`src/rtl/branch_resolution_if.sv`:
```
// Bundle of pipeline-side signals exchanged with the EX-stage branch resolution unit.
// The master side is the surrounding pipeline; the slave side is the resolution unit.
interface branch_resolution_if #(parameter int XLEN = 32);
  logic            clk_enable;
  logic            pipeline_stall;
  logic            IF_branch;
  logic            IF_branch_estimation;
  logic [XLEN-1:0] IF_branch_target;
  logic            EX_branch;
  logic [2:0]      EX_funct3;
  logic [XLEN-1:0] EX_rs1_data;
  logic [XLEN-1:0] EX_rs2_data;
  logic [XLEN-1:0] EX_pc;
  logic [XLEN-1:0] EX_imm;
  logic            EX_branch_taken;
  logic            mispredict;
  logic [XLEN-1:0] redirect_pc;
  logic            flush_IF_ID;
  logic            flush_ID_EX;
  logic [31:0]     branch_count;
  logic [31:0]     mispredict_count;

  modport master (
    output clk_enable, pipeline_stall, IF_branch, IF_branch_estimation, IF_branch_target,
    output EX_branch, EX_funct3, EX_rs1_data, EX_rs2_data, EX_pc, EX_imm,
    input  EX_branch_taken, mispredict, redirect_pc, flush_IF_ID, flush_ID_EX,
    input  branch_count, mispredict_count
  );

  modport slave (
    input  clk_enable, pipeline_stall, IF_branch, IF_branch_estimation, IF_branch_target,
    input  EX_branch, EX_funct3, EX_rs1_data, EX_rs2_data, EX_pc, EX_imm,
    output EX_branch_taken, mispredict, redirect_pc, flush_IF_ID, flush_ID_EX,
    output branch_count, mispredict_count
  );
endinterface

```
`src/rtl/branch_resolution_unit.sv`:
```
// EX-stage branch resolution: tracks IF predictions through ID/EX, resolves the real
// outcome, raises mispredict/redirect/flushes and keeps saturating performance counters.
module branch_resolution_unit #(
  parameter int XLEN = 32
) (
  input logic                clk,
  input logic                reset,
  branch_resolution_if.slave bus
);
  localparam logic [31:0] CNT_MAX = 32'hFFFF_FFFF;

  logic            id_valid_q, id_valid_d, id_taken_q, id_taken_d;
  logic [XLEN-1:0] id_target_q, id_target_d;
  logic            ex_valid_q, ex_valid_d, ex_taken_q, ex_taken_d;
  logic [XLEN-1:0] ex_target_q, ex_target_d;
  logic [31:0]     branch_count_q, branch_count_d;
  logic [31:0]     mispredict_count_q, mispredict_count_d;

  logic            adv_s, cmp_s, taken_s, pred_taken_s, mispredict_s;
  logic [XLEN-1:0] actual_target_s, fallthrough_s, redirect_s;

  assign adv_s           = bus.clk_enable & ~bus.pipeline_stall;
  assign actual_target_s = bus.EX_pc + bus.EX_imm;
  assign fallthrough_s   = bus.EX_pc + XLEN'(32'd4);
  assign taken_s         = bus.EX_branch & cmp_s;
  // An invalid EX slot stands for a branch the predictor saw as not-taken.
  assign pred_taken_s    = ex_valid_q & ex_taken_q;
  assign mispredict_s    = ~reset & adv_s & bus.EX_branch &
                           ((taken_s != pred_taken_s) |
                            (taken_s & pred_taken_s & (ex_target_q != actual_target_s)));

  always_comb begin
    cmp_s = 1'b0;
    case (bus.EX_funct3)
      3'b000:  cmp_s = (bus.EX_rs1_data == bus.EX_rs2_data);
      3'b001:  cmp_s = (bus.EX_rs1_data != bus.EX_rs2_data);
      3'b100:  cmp_s = ($signed(bus.EX_rs1_data) <  $signed(bus.EX_rs2_data));
      3'b101:  cmp_s = ($signed(bus.EX_rs1_data) >= $signed(bus.EX_rs2_data));
      3'b110:  cmp_s = (bus.EX_rs1_data <  bus.EX_rs2_data);
      3'b111:  cmp_s = (bus.EX_rs1_data >= bus.EX_rs2_data);
      default: cmp_s = 1'b0;
    endcase
  end

  always_comb begin
    redirect_s = {XLEN{1'b0}};
    if (mispredict_s) begin
      redirect_s = taken_s ? actual_target_s : fallthrough_s;
    end else begin
      redirect_s = {XLEN{1'b0}};
    end
  end

  always_comb begin
    id_valid_d         = id_valid_q;
    id_taken_d         = id_taken_q;
    id_target_d        = id_target_q;
    ex_valid_d         = ex_valid_q;
    ex_taken_d         = ex_taken_q;
    ex_target_d        = ex_target_q;
    branch_count_d     = branch_count_q;
    mispredict_count_d = mispredict_count_q;
    if (adv_s) begin
      // A mispredict squashes both tracked slots so they cannot fire again.
      if (mispredict_s) begin
        id_valid_d  = 1'b0;
        id_taken_d  = 1'b0;
        id_target_d = {XLEN{1'b0}};
        ex_valid_d  = 1'b0;
        ex_taken_d  = 1'b0;
        ex_target_d = {XLEN{1'b0}};
      end else begin
        ex_valid_d  = id_valid_q;
        ex_taken_d  = id_taken_q;
        ex_target_d = id_target_q;
        id_valid_d  = bus.IF_branch;
        id_taken_d  = bus.IF_branch_estimation;
        id_target_d = bus.IF_branch_target;
      end
      if (bus.EX_branch) begin
        branch_count_d = (branch_count_q != CNT_MAX) ? branch_count_q + 32'd1 : branch_count_q;
        if (mispredict_s && (mispredict_count_q != CNT_MAX)) begin
          mispredict_count_d = mispredict_count_q + 32'd1;
        end else begin
          mispredict_count_d = mispredict_count_q;
        end
      end else begin
        branch_count_d     = branch_count_q;
        mispredict_count_d = mispredict_count_q;
      end
    end else begin
      branch_count_d     = branch_count_q;
      mispredict_count_d = mispredict_count_q;
    end
  end

  always_ff @(posedge clk) begin
    if (reset) begin
      id_valid_q         <= 1'b0;
      id_taken_q         <= 1'b0;
      id_target_q        <= {XLEN{1'b0}};
      ex_valid_q         <= 1'b0;
      ex_taken_q         <= 1'b0;
      ex_target_q        <= {XLEN{1'b0}};
      branch_count_q     <= 32'd0;
      mispredict_count_q <= 32'd0;
    end else begin
      id_valid_q         <= id_valid_d;
      id_taken_q         <= id_taken_d;
      id_target_q        <= id_target_d;
      ex_valid_q         <= ex_valid_d;
      ex_taken_q         <= ex_taken_d;
      ex_target_q        <= ex_target_d;
      branch_count_q     <= branch_count_d;
      mispredict_count_q <= mispredict_count_d;
    end
  end

  assign bus.EX_branch_taken  = taken_s;
  assign bus.mispredict       = mispredict_s;
  assign bus.redirect_pc      = redirect_s;
  assign bus.flush_IF_ID      = mispredict_s;
  assign bus.flush_ID_EX      = mispredict_s;
  assign bus.branch_count     = branch_count_q;
  assign bus.mispredict_count = mispredict_count_q;
endmodule

```
`src/flat_wrapper.sv`:
```
// flat-port wrapper written by rule: the top's interface ports become plain ports
module branch_resolution_unit_flat 
#(
  parameter int XLEN = 32
)
  (clk, reset, bus_clk_enable, bus_pipeline_stall, bus_IF_branch, bus_IF_branch_estimation, bus_IF_branch_target, bus_EX_branch, bus_EX_funct3, bus_EX_rs1_data, bus_EX_rs2_data, bus_EX_pc, bus_EX_imm, bus_EX_branch_taken, bus_mispredict, bus_redirect_pc, bus_flush_IF_ID, bus_flush_ID_EX, bus_branch_count, bus_mispredict_count);
  branch_resolution_if #(.XLEN(XLEN)) bus_i ();
  input logic clk;
  input logic reset;
  input wire logic [$bits(bus_i.clk_enable)-1:0] bus_clk_enable;
  input wire logic [$bits(bus_i.pipeline_stall)-1:0] bus_pipeline_stall;
  input wire logic [$bits(bus_i.IF_branch)-1:0] bus_IF_branch;
  input wire logic [$bits(bus_i.IF_branch_estimation)-1:0] bus_IF_branch_estimation;
  input wire logic [$bits(bus_i.IF_branch_target)-1:0] bus_IF_branch_target;
  input wire logic [$bits(bus_i.EX_branch)-1:0] bus_EX_branch;
  input wire logic [$bits(bus_i.EX_funct3)-1:0] bus_EX_funct3;
  input wire logic [$bits(bus_i.EX_rs1_data)-1:0] bus_EX_rs1_data;
  input wire logic [$bits(bus_i.EX_rs2_data)-1:0] bus_EX_rs2_data;
  input wire logic [$bits(bus_i.EX_pc)-1:0] bus_EX_pc;
  input wire logic [$bits(bus_i.EX_imm)-1:0] bus_EX_imm;
  output wire logic [$bits(bus_i.EX_branch_taken)-1:0] bus_EX_branch_taken;
  output wire logic [$bits(bus_i.mispredict)-1:0] bus_mispredict;
  output wire logic [$bits(bus_i.redirect_pc)-1:0] bus_redirect_pc;
  output wire logic [$bits(bus_i.flush_IF_ID)-1:0] bus_flush_IF_ID;
  output wire logic [$bits(bus_i.flush_ID_EX)-1:0] bus_flush_ID_EX;
  output wire logic [$bits(bus_i.branch_count)-1:0] bus_branch_count;
  output wire logic [$bits(bus_i.mispredict_count)-1:0] bus_mispredict_count;
  assign bus_i.clk_enable = bus_clk_enable;
  assign bus_i.pipeline_stall = bus_pipeline_stall;
  assign bus_i.IF_branch = bus_IF_branch;
  assign bus_i.IF_branch_estimation = bus_IF_branch_estimation;
  assign bus_i.IF_branch_target = bus_IF_branch_target;
  assign bus_i.EX_branch = bus_EX_branch;
  assign bus_i.EX_funct3 = bus_EX_funct3;
  assign bus_i.EX_rs1_data = bus_EX_rs1_data;
  assign bus_i.EX_rs2_data = bus_EX_rs2_data;
  assign bus_i.EX_pc = bus_EX_pc;
  assign bus_i.EX_imm = bus_EX_imm;
  assign bus_EX_branch_taken = bus_i.EX_branch_taken;
  assign bus_mispredict = bus_i.mispredict;
  assign bus_redirect_pc = bus_i.redirect_pc;
  assign bus_flush_IF_ID = bus_i.flush_IF_ID;
  assign bus_flush_ID_EX = bus_i.flush_ID_EX;
  assign bus_branch_count = bus_i.branch_count;
  assign bus_mispredict_count = bus_i.mispredict_count;
  branch_resolution_unit #(.XLEN(XLEN)) u_core (.clk(clk), .reset(reset), .bus(bus_i));
endmodule
```
`config.mk`:
```
export PLATFORM = sky130hd
export DESIGN_NAME = branch_resolution_unit_flat
export DESIGN_NICKNAME = d
export VERILOG_FILES = /design/src/rtl/branch_resolution_if.sv /design/src/rtl/branch_resolution_unit.sv /design/src/flat_wrapper.sv
export SDC_FILE = /design/constraint.sdc
export NUM_CORES = 1
export LEC_CHECK = 0
export ABC_AREA = 1
export BUFFER_PORTS_ARGS = -buffer_cell sky130_fd_sc_hd__buf_4
export CAP_MARGIN = 10
export CORE_UTILIZATION = 35
export DETAILED_ROUTE_END_ITERATION = 8
export PLACE_DENSITY = 0.64
export SLEW_MARGIN = 5
export SYNTH_ARGS = -nofsm -noshare
export SYNTH_HDL_FRONTEND = slang
export SYNTH_SLANG_ARGS = --single-unit
```
`constraint.sdc`:
```
create_clock -name clk -period 3.85 [get_ports clk]
set_clock_uncertainty 0.1 [all_clocks]
set_input_delay 0.385 -clock clk [delete_from_list [all_inputs] [get_ports clk]]
set_output_delay 0.385 -clock clk [all_outputs]
set_load 0.02 [all_outputs]
```
==> Word-level counts from Yosys, hierarchy flattened <==
Index checks and enable logic that the tools add are counted.
{ "op_classes": {"n_addsub": 4, "magnitude_cmp": 4, "mux": 9, "bitwise": 11, "eq_ne": 11, "n_reduce_logical": 4} }
{ "op_table": {"columns": ["cell", "n"], "rows": [
  ["32-bit 2-to-1 mux", 4],
  ["32-bit by 1-bit adder with 32-bit output (second input constant)", 2],
  ["32-bit >= comparator", 2],
  ["32-bit less-than comparator", 2],
  ["32-bit inequality test", 2],
  ["32-bit inequality test (second input constant)", 2],
  ["32-bit by 3-bit adder with 32-bit output (second input constant)", 1],
  ["32-bit adder", 1],
  ["32-bit equality test", 1],
  ["3-bit equality test (second input constant)", 4],
  ["1-bit AND", 8],
  ["1-bit case mux with 6 select lines", 1],
  ["3-bit AND reduction", 2],
  ["1-bit 2-to-1 mux", 4],
  ["3-bit by 1-bit equality test with 1-bit output (second input constant)", 1],
  ["3-bit logical NOT", 1],
  ["1-bit inverter", 2],
  ["1-bit logical AND", 1],
  ["1-bit inequality test", 1],
  ["1-bit bitwise OR", 1]
]} }
{ "totals": {"input_bits": 170, "register_bits": 132, "elab_cells": 51} }

==> Longest topological paths before layout <==
Gate-level depths: netlist of run 1.
{ "logic_depth": {"ltp_word": 9, "depth_mapped": 27} }

==> Least setup slack after synthesis of run 1 <==
No wires, ideal clock.
{ "synth_timing": {"path_type": "input to output", "start": "in bus_EX_rs2_data[1]", "end": "out bus_redirect_pc[24]", "cell_stages": 23, "path_slack_ns": -0.303, "t_required_ns": 3.365, "arrival_ns": 3.668, "cell_sequence": "inv_1 ha_1 a21oi_1 o21ai_0 nor3b_1 o21ai_0 nand2_1 nand2_1 nand2_1 or2_2 nand4_1 nand3_1 nand2_1 clkbuf_1 inv_1 ha_1 inv_1 nand2_4 nand2_8 buf_6 inv_2 nand2_1 a21oi_1"} }
{ "synth_between": {"elab_chain_len": 8} }
{ "synth_rtl": {"columns": ["item", "line_no", "text"], "rows": [
  ["from (decl)", "flat_wrapper.sv:18", "input wire logic [$bits(bus_i.EX_rs2_data)-1:0] bus_EX_rs2_data;"],
  ["32-bit >= comparator, or another cell as far along", "branch_resolution_unit.sv:40", "3'b111: cmp_s = (bus.EX_rs1_data >= bus.EX_rs2_data);"],
  ["1-bit case mux with 6 select lines *", "branch_resolution_unit.sv:34", "case (bus.EX_funct3)"],
  ["1-bit AND *", "branch_resolution_unit.sv:25", "assign taken_s = bus.EX_branch & cmp_s;"],
  ["via bus_EX_branch_taken", "flat_wrapper.sv:21", "output wire logic [$bits(bus_i.EX_branch_taken)-1:0] bus_EX_branch_taken;"],
  ["1-bit AND (2 in a row)", "branch_resolution_unit.sv:30", "(taken_s & pred_taken_s & (ex_target_q != actual_target_s)));"],
  ["1-bit bitwise OR *", "branch_resolution_unit.sv:29", "((taken_s != pred_taken_s) |"],
  ["1-bit AND *", "branch_resolution_unit.sv:28", "assign mispredict_s = ~reset & adv_s & bus.EX_branch &"],
  ["via bus_flush_ID_EX", "flat_wrapper.sv:25", "output wire logic [$bits(bus_i.flush_ID_EX)-1:0] bus_flush_ID_EX;"],
  ["32-bit 2-to-1 mux *", "branch_resolution_unit.sv:47", "if (mispredict_s) begin"],
  ["to (decl)", "flat_wrapper.sv:23", "output wire logic [$bits(bus_i.redirect_pc)-1:0] bus_redirect_pc;"]
]} }
Mark *: on every way through the listed nets, which the timed path passes. The rest lies on a longest branch.

==> Final worst setup path of run 1 <==
{ "layout_timing": {"start": "in bus_EX_rs2_data[31]", "end": "out bus_redirect_pc[12]"} }
{ "layout_between": {"elab_chain_len": 8} }
{ "layout_rtl": {"columns": ["item", "line_no"], "rows": [
  ["32-bit >= comparator, or another cell as far along", "branch_resolution_unit.sv:40"],
  ["1-bit case mux with 6 select lines *", "branch_resolution_unit.sv:34"],
  ["1-bit AND *", "branch_resolution_unit.sv:25"],
  ["1-bit AND (2 in a row)", "branch_resolution_unit.sv:30"],
  ["1-bit bitwise OR", "branch_resolution_unit.sv:29"],
  ["1-bit AND", "branch_resolution_unit.sv:28"],
  ["32-bit 2-to-1 mux *", "branch_resolution_unit.sv:47"]
]} }
Every way passes the cells marked *; elsewhere a longest branch is shown, timed or not.

==> summary.txt, run 1 <==
Max Clk Rate: 0.271 GHz
antenna-violating nets left: 0
async set-reset flop share out of synthesis: 0
CTS H-Tree Depth: 4
Worst EP required: 3.37 ns
crit path max fanout: 8
final setup vio count: 0
total gr overflow: 0
Post-synth EDFFs: 0
max incr delay on CP: 0.32 ns
Syn Inst Count: 1995
cts hold-fix bufs: 0
Area Growth Syn to Fin: 32.3%
gr usage total: 0.237
Worst-Skew Late Latency: 0.42 ns
register area share after synthesis: 0.227
drc violations: 0
Final Net Count: 2506
max-slew violations: 0
Hold Vio Cnt, Final: 0
Num CTS Buffers: 17
core footprint: 32600 µm²
# fillers: 3504
Warnings, synthesis: 0
iteration-0 DRC count of the detailed router: 1004
CP max-delay cell: nor4_4
DRT Pass-1 Iters: 6
Max-slew headroom: 0.303
status: finished clean
Die ar.: 33900 µm²
gp weighted congestion: 0.991
port bufs: 269
Worst Hold Slack: 0.136 ns
CTS tree: built
CP endpoint kind: output pin
hpwl dp: 32200 µm
drt via density: 4.97
pwr dens: 288 nW/µm²
largest net degree at the start of global routing: 92
R2R Setup Slk: 0.70 ns
Initial Util: 0.356
Worst setup SP type: input pin
via count: 13500
Routed WL: 40500 µm
Mapped Area: 11600 µm²
placed cell count: 2679
IO Pins: 270
Pleak: 7.35 nW
global-route wire length before repair: 63900 µm
Finished Layout Cells: 2727
CTS Root Cell: clkbuf_16
vias in the first global route: 12800
min Tclk post-route: 3.69 ns
post-synthesis cell type count: 37
Die H: 184 µm
CTS sink cnt: 132
crit-path cells: buf_4 > inv_1 > ha_4 > nand2_1 > inv_1 > nand3_1 > inv_2 > nand4_1 > nor4_4 > nand3_1 > inv_1 > o21ai_0 > nor2_1 > nand3_2 > nand2_4 > inv_4 > ha_4 > inv_2 > nand2_4 > nand2_8 > clkbuf_16 > nor2_4 > buf_6
commonest non-fill, non-tap cell in the layout: nand2_1
ratio of cells with drive above 1 in the final layout: 0.196
Seq cells post-synth: 132
drt wl/cell: 14.9 µm
measured slew at the worst slew-check pin: 1.04 ns
fin area: 15400 µm²
fin crit share: 0.959
placed instance area: 14300 µm²
critical path arrival: 3.21 ns
CTS Buffer Depth: 2
most frequent cells in the layout: nand2_1 (635), buf_4 (300), inv_1 (273), nand3_1 (185), a21oi_1 (159)
Top FF cell, synth: dfxtp_1
Mean Syn Cell Area: 5.82 µm²
die width: 184 µm
MaxCap Viol Count: 0
clk slew on worst S/H paths: 0.06 ns
initial antenna violation count: 7
Syn Nets: 2233
crit path kind: input pin to output pin
Peak VDD IR: 0.219 mV
setup TNS: 0 ns
cell mode on critical path: inv_1
# rows: 66
Worst Hold Class: input pin to flop
==> critical path: cells and delay by family <==
kind,cells,cell delay [ns]
simple gates,11,1.43
buf+inv,9,0.76
fa+ha+maj,2,0.51
compound gates,1,0.10
==> through the flow <==
stage	utilization	power [W]	worst slack, ns
after floorplan	-	0.00210	0.0198
after global placement	0.438	0.00249	0.0272
after detailed placement	0.438	0.00250	-0.0530
after CTS	0.459	0.00440	0.0213
after global routing	0.471	0.00466	-0.0484
final	0.471	0.00442	0.156
==> sequential cells by signal, indices dropped and copies added, names as in the netlist <==
register / cells
u_core.bus.mispredict_count: 32
u_core.bus.branch_count: 32
u_core.ex_valid_q: 1
u_core.ex_taken_q: 1
u_core.id_valid_q: 1
u_core.ex_target_q: 32
u_core.id_taken_q: 1
u_core.id_target_q: 32
==> layer usage <==
metal	routed length [µm]	GRT usage
met1	18500	0.307
met2	18900	0.401
met3	2300	0.0411
met4	757	0.0647
met5	45	0
==> layout make-up <==
class,instances,area [µm²],share of cell area
Multi-Input combinational cell,1516,7890,0.514
Timing Repair Buffer,318,2510,0.163
Clock inverter,12,223,0.0145
Antenna cell,4,10.0,0.000652
Sequential cell,132,2640,0.172
Inverter,283,1070,0.0698
Tap cell,442,553,0.0360
Clock buffer,20,467,0.0304
==> Yosys cell counts, types with 5 or more instances <==
library cell    n  area (µm²)
buf_4           5        37.5
o21ai_0        45         225
nand2_1       648        2430
buf_6          11         124
nor4_1         19         119
nor2_1        165         619
clkbuf_1       45         169
xor2_1         55         482
dfxtp_1       132        2640
ha_1           67         838
nand3b_1       16         120
nand4_1        62         388
nor3_1         40         200
nand3_1       192         961
inv_1         278        1040
a21oi_1       163         816
xnor2_1        15         131
==> where the power goes <==
group / total (W) / internal, W / leakage (nW) / switching (W)
logic: 0.00112 / 0.000432 / 5.95 / 0.000685
clock network: 0.00189 / 0.00127 / 0.333 / 0.000626
registers: 0.00141 / 0.00139 / 1.07 / 0.0000160
total: 0.00442 / 0.00309 / 7.35 / 0.00133
==> path summary, 6_finish.rpt <==
kind	from	endpoint	cells after the start
min reg2reg	u_core.ex_valid_q	u_core.ex_valid_q	2
max	bus_EX_rs2_data[31]	bus_redirect_pc[12]	23
max reg2reg	u_core.bus.branch_count[0]	u_core.bus.branch_count[28]	14
min	bus_IF_branch_target[21]	u_core.id_target_q[21]	3
==> cell families after synthesis <==
kind of cell    Yosys count  synth area share
simple gates           1162             0.430
buf+inv                 347             0.121
compound gates          216            0.0947
flops                   132             0.227
xor+xnor                 70            0.0528
fa+ha+maj                68            0.0739
==> timing repair <==
action | 4_1_cts | 5_1_grt
gates resized for setup | 2 | 80
setup endpoints to repair | 9 | 35
gates cloned | 0 | 1
pin swaps | 0 | 12
setup buffers | 0 | 11
No activity file was read; power rests on OpenSTA's default activity.
==> inputs of run 2 (changes only) <==
Settings changed: RECOVER_POWER from default to 100.
==> run 2 against run 1 <==
Global-route usage is the same. Combinational power is essentially flat. Register-to-register slack lost 0.08 ns. Critical path type unchanged. Largest cell class unchanged.
==> summary.txt, run 2 (synthesis gave the netlist of run 1 again) <==
Reg area: 2640 µm²
Pleak: 7.07 nW
Die H: 184 µm
R2R Setup Slk: 0.62 ns
Final Net Count: 2506
Area Growth Syn to Fin: 30.1%
critical path arrival: 3.20 ns
CP max-delay cell: nor4_4
measured slew at the worst slew-check pin: 1.06 ns
Worst EP required: 3.37 ns
Hold Vio Cnt, Final: 0
cell mode on critical path: inv_1
# rows: 66
die width: 184 µm
CTS Root Cell: clkbuf_16
most frequent cells in the layout: nand2_1 (635), inv_1 (273), buf_4 (233), nand3_1 (185), a21oi_1 (159)
Peak VDD IR: 0.216 mV
MaxCap Viol Count: 0
Die ar.: 33900 µm²
Worst Hold Class: input pin to flop
status: finished clean
total gr overflow: 0
min Tclk post-route: 3.69 ns
CTS H-Tree Depth: 4
max incr delay on CP: 0.32 ns
Initial Util: 0.356
pwr dens: 292 nW/µm²
crit path max fanout: 8
iteration-0 DRC count of the detailed router: 977
largest net degree at the start of global routing: 92
placed instance area: 14300 µm²
DRT Pass-1 Iters: 5
commonest non-fill, non-tap cell in the layout: nand2_1
fin crit share: 0.958
cts hold-fix bufs: 0
clk slew on worst S/H paths: 0.06 ns
port bufs: 269
CTS sink cnt: 132
CTS Buffer Depth: 2
Final Core Density: 0.463
global-route wire length before repair: 63900 µm
max-slew violations: 0
drt via density: 4.95
family with the most delay on the worst path: simple AND/OR/NAND/NOR gates
CTS tree: built
drt wl/cell: 14.8 µm
antenna-violating nets left: 0
initial antenna violation count: 7
gp weighted congestion: 0.991
Num CTS Buffers: 17
Buf/Inv on CP: 9
crit-path cells: buf_4 > inv_1 > ha_4 > nand2_1 > inv_1 > nand3_1 > inv_2 > nand4_1 > nor4_4 > nand3_1 > inv_1 > o21ai_0 > nor2_1 > nand3_2 > nand2_4 > inv_4 > ha_4 > inv_2 > nand2_4 > nand2_8 > clkbuf_16 > nor2_4 > buf_6
drc violations: 0
vias in the first global route: 12800
Routed WL: 40400 µm
gr usage total: 0.237
Max Clk Rate: 0.271 GHz
fin area: 15100 µm²
core footprint: 32600 µm²
# fillers: 3556
final setup vio count: 0
Worst-Skew Late Latency: 0.42 ns
IO Pins: 270
via count: 13500
CP endpoint kind: output pin
Worst setup SP type: input pin
crit path kind: input pin to output pin
hpwl dp: 32200 µm
Power, Total: 0.00441 W
area of the multi-input gates: 7890 µm²
Max-slew headroom: 0.290
ratio of cells with drive above 1 in the final layout: 0.166
-- run 2: cell count changes in the layout (fill, tap and decap cells not counted), sizes merged --
cell    previous run  this run
buf              317       250
clkbuf            21        88
-- run 2: cell type report --
cell class                      instances  share of cell area
Antenna cell                            4            0.000662
Timing Repair Buffer                  318               0.149
Inverter                              283              0.0710
Tap cell                              442              0.0366
Clock inverter                         12              0.0147
Clock buffer                           20              0.0309
Multi-Input combinational cell       1516               0.522
Sequential cell                       132               0.175
-- run 2: final timing paths --
path,startpoint,end,cells after the start
worst max-delay path,bus_EX_rs2_data[31],bus_redirect_pc[12],23
worst min-delay path,bus_IF_branch_target[21],u_core.id_target_q[21],3
worst max register to register,u_core.bus.branch_count[15],u_core.bus.branch_count[24],12
worst min register to register,u_core.ex_valid_q,u_core.ex_valid_q,2
-- run 2: repair_timing --
item / in CTS / in global routing
endpoints found under the setup margin: 9 / 35
pin swaps: 0 / 12
resized for setup: 2 / 80
gates cloned: 0 / 1
setup buffers: 0 / 11
-- run 2: report_power, final --
group          internal (W)  leakage, nW  switching (W)
Combinational      0.000431         5.67       0.000686
Clock               0.00127        0.333       0.000623
Sequential          0.00139         1.07      0.0000159
Total               0.00309         7.07        0.00133
-- run 2: per-stage QoR --
step / setup slack (ns) / TNS, ns / hold slack [ns] / std cells
6_report: 0.163 / 0 / 0.136 / 2727
5_1_grt: -0.0478 / -0.428 / 0.123 / 2726
2_1_floorplan: 0.0198 / 0 / 0.345 / 1995
3_5_place_dp: -0.0530 / -0.166 / 0.357 / 2679
3_3_place_gp: 0.0272 / 0 / 0.355 / 2679
4_1_cts: 0.0213 / 0 / 0.127 / 2711
-- run 2: worst register-to-register path: cells and delay by family (launching register included) --
family	cells	cell delay, ns
DFF	1	0.41
buffers and inverters	3	0.71
AOI/OAI and AO/OA	2	0.20
and+or+nand+nor	7	1.70
-- run 2: metal layers --
metal,vias up,share of wire,global-route usage
li1,6958,-,-
met1,6104,0.46,0.307
met2,381,0.47,0.401
met3,55,0.054,0.0411
met4,6,0.019,0.0647
met5,-,0.0011,0
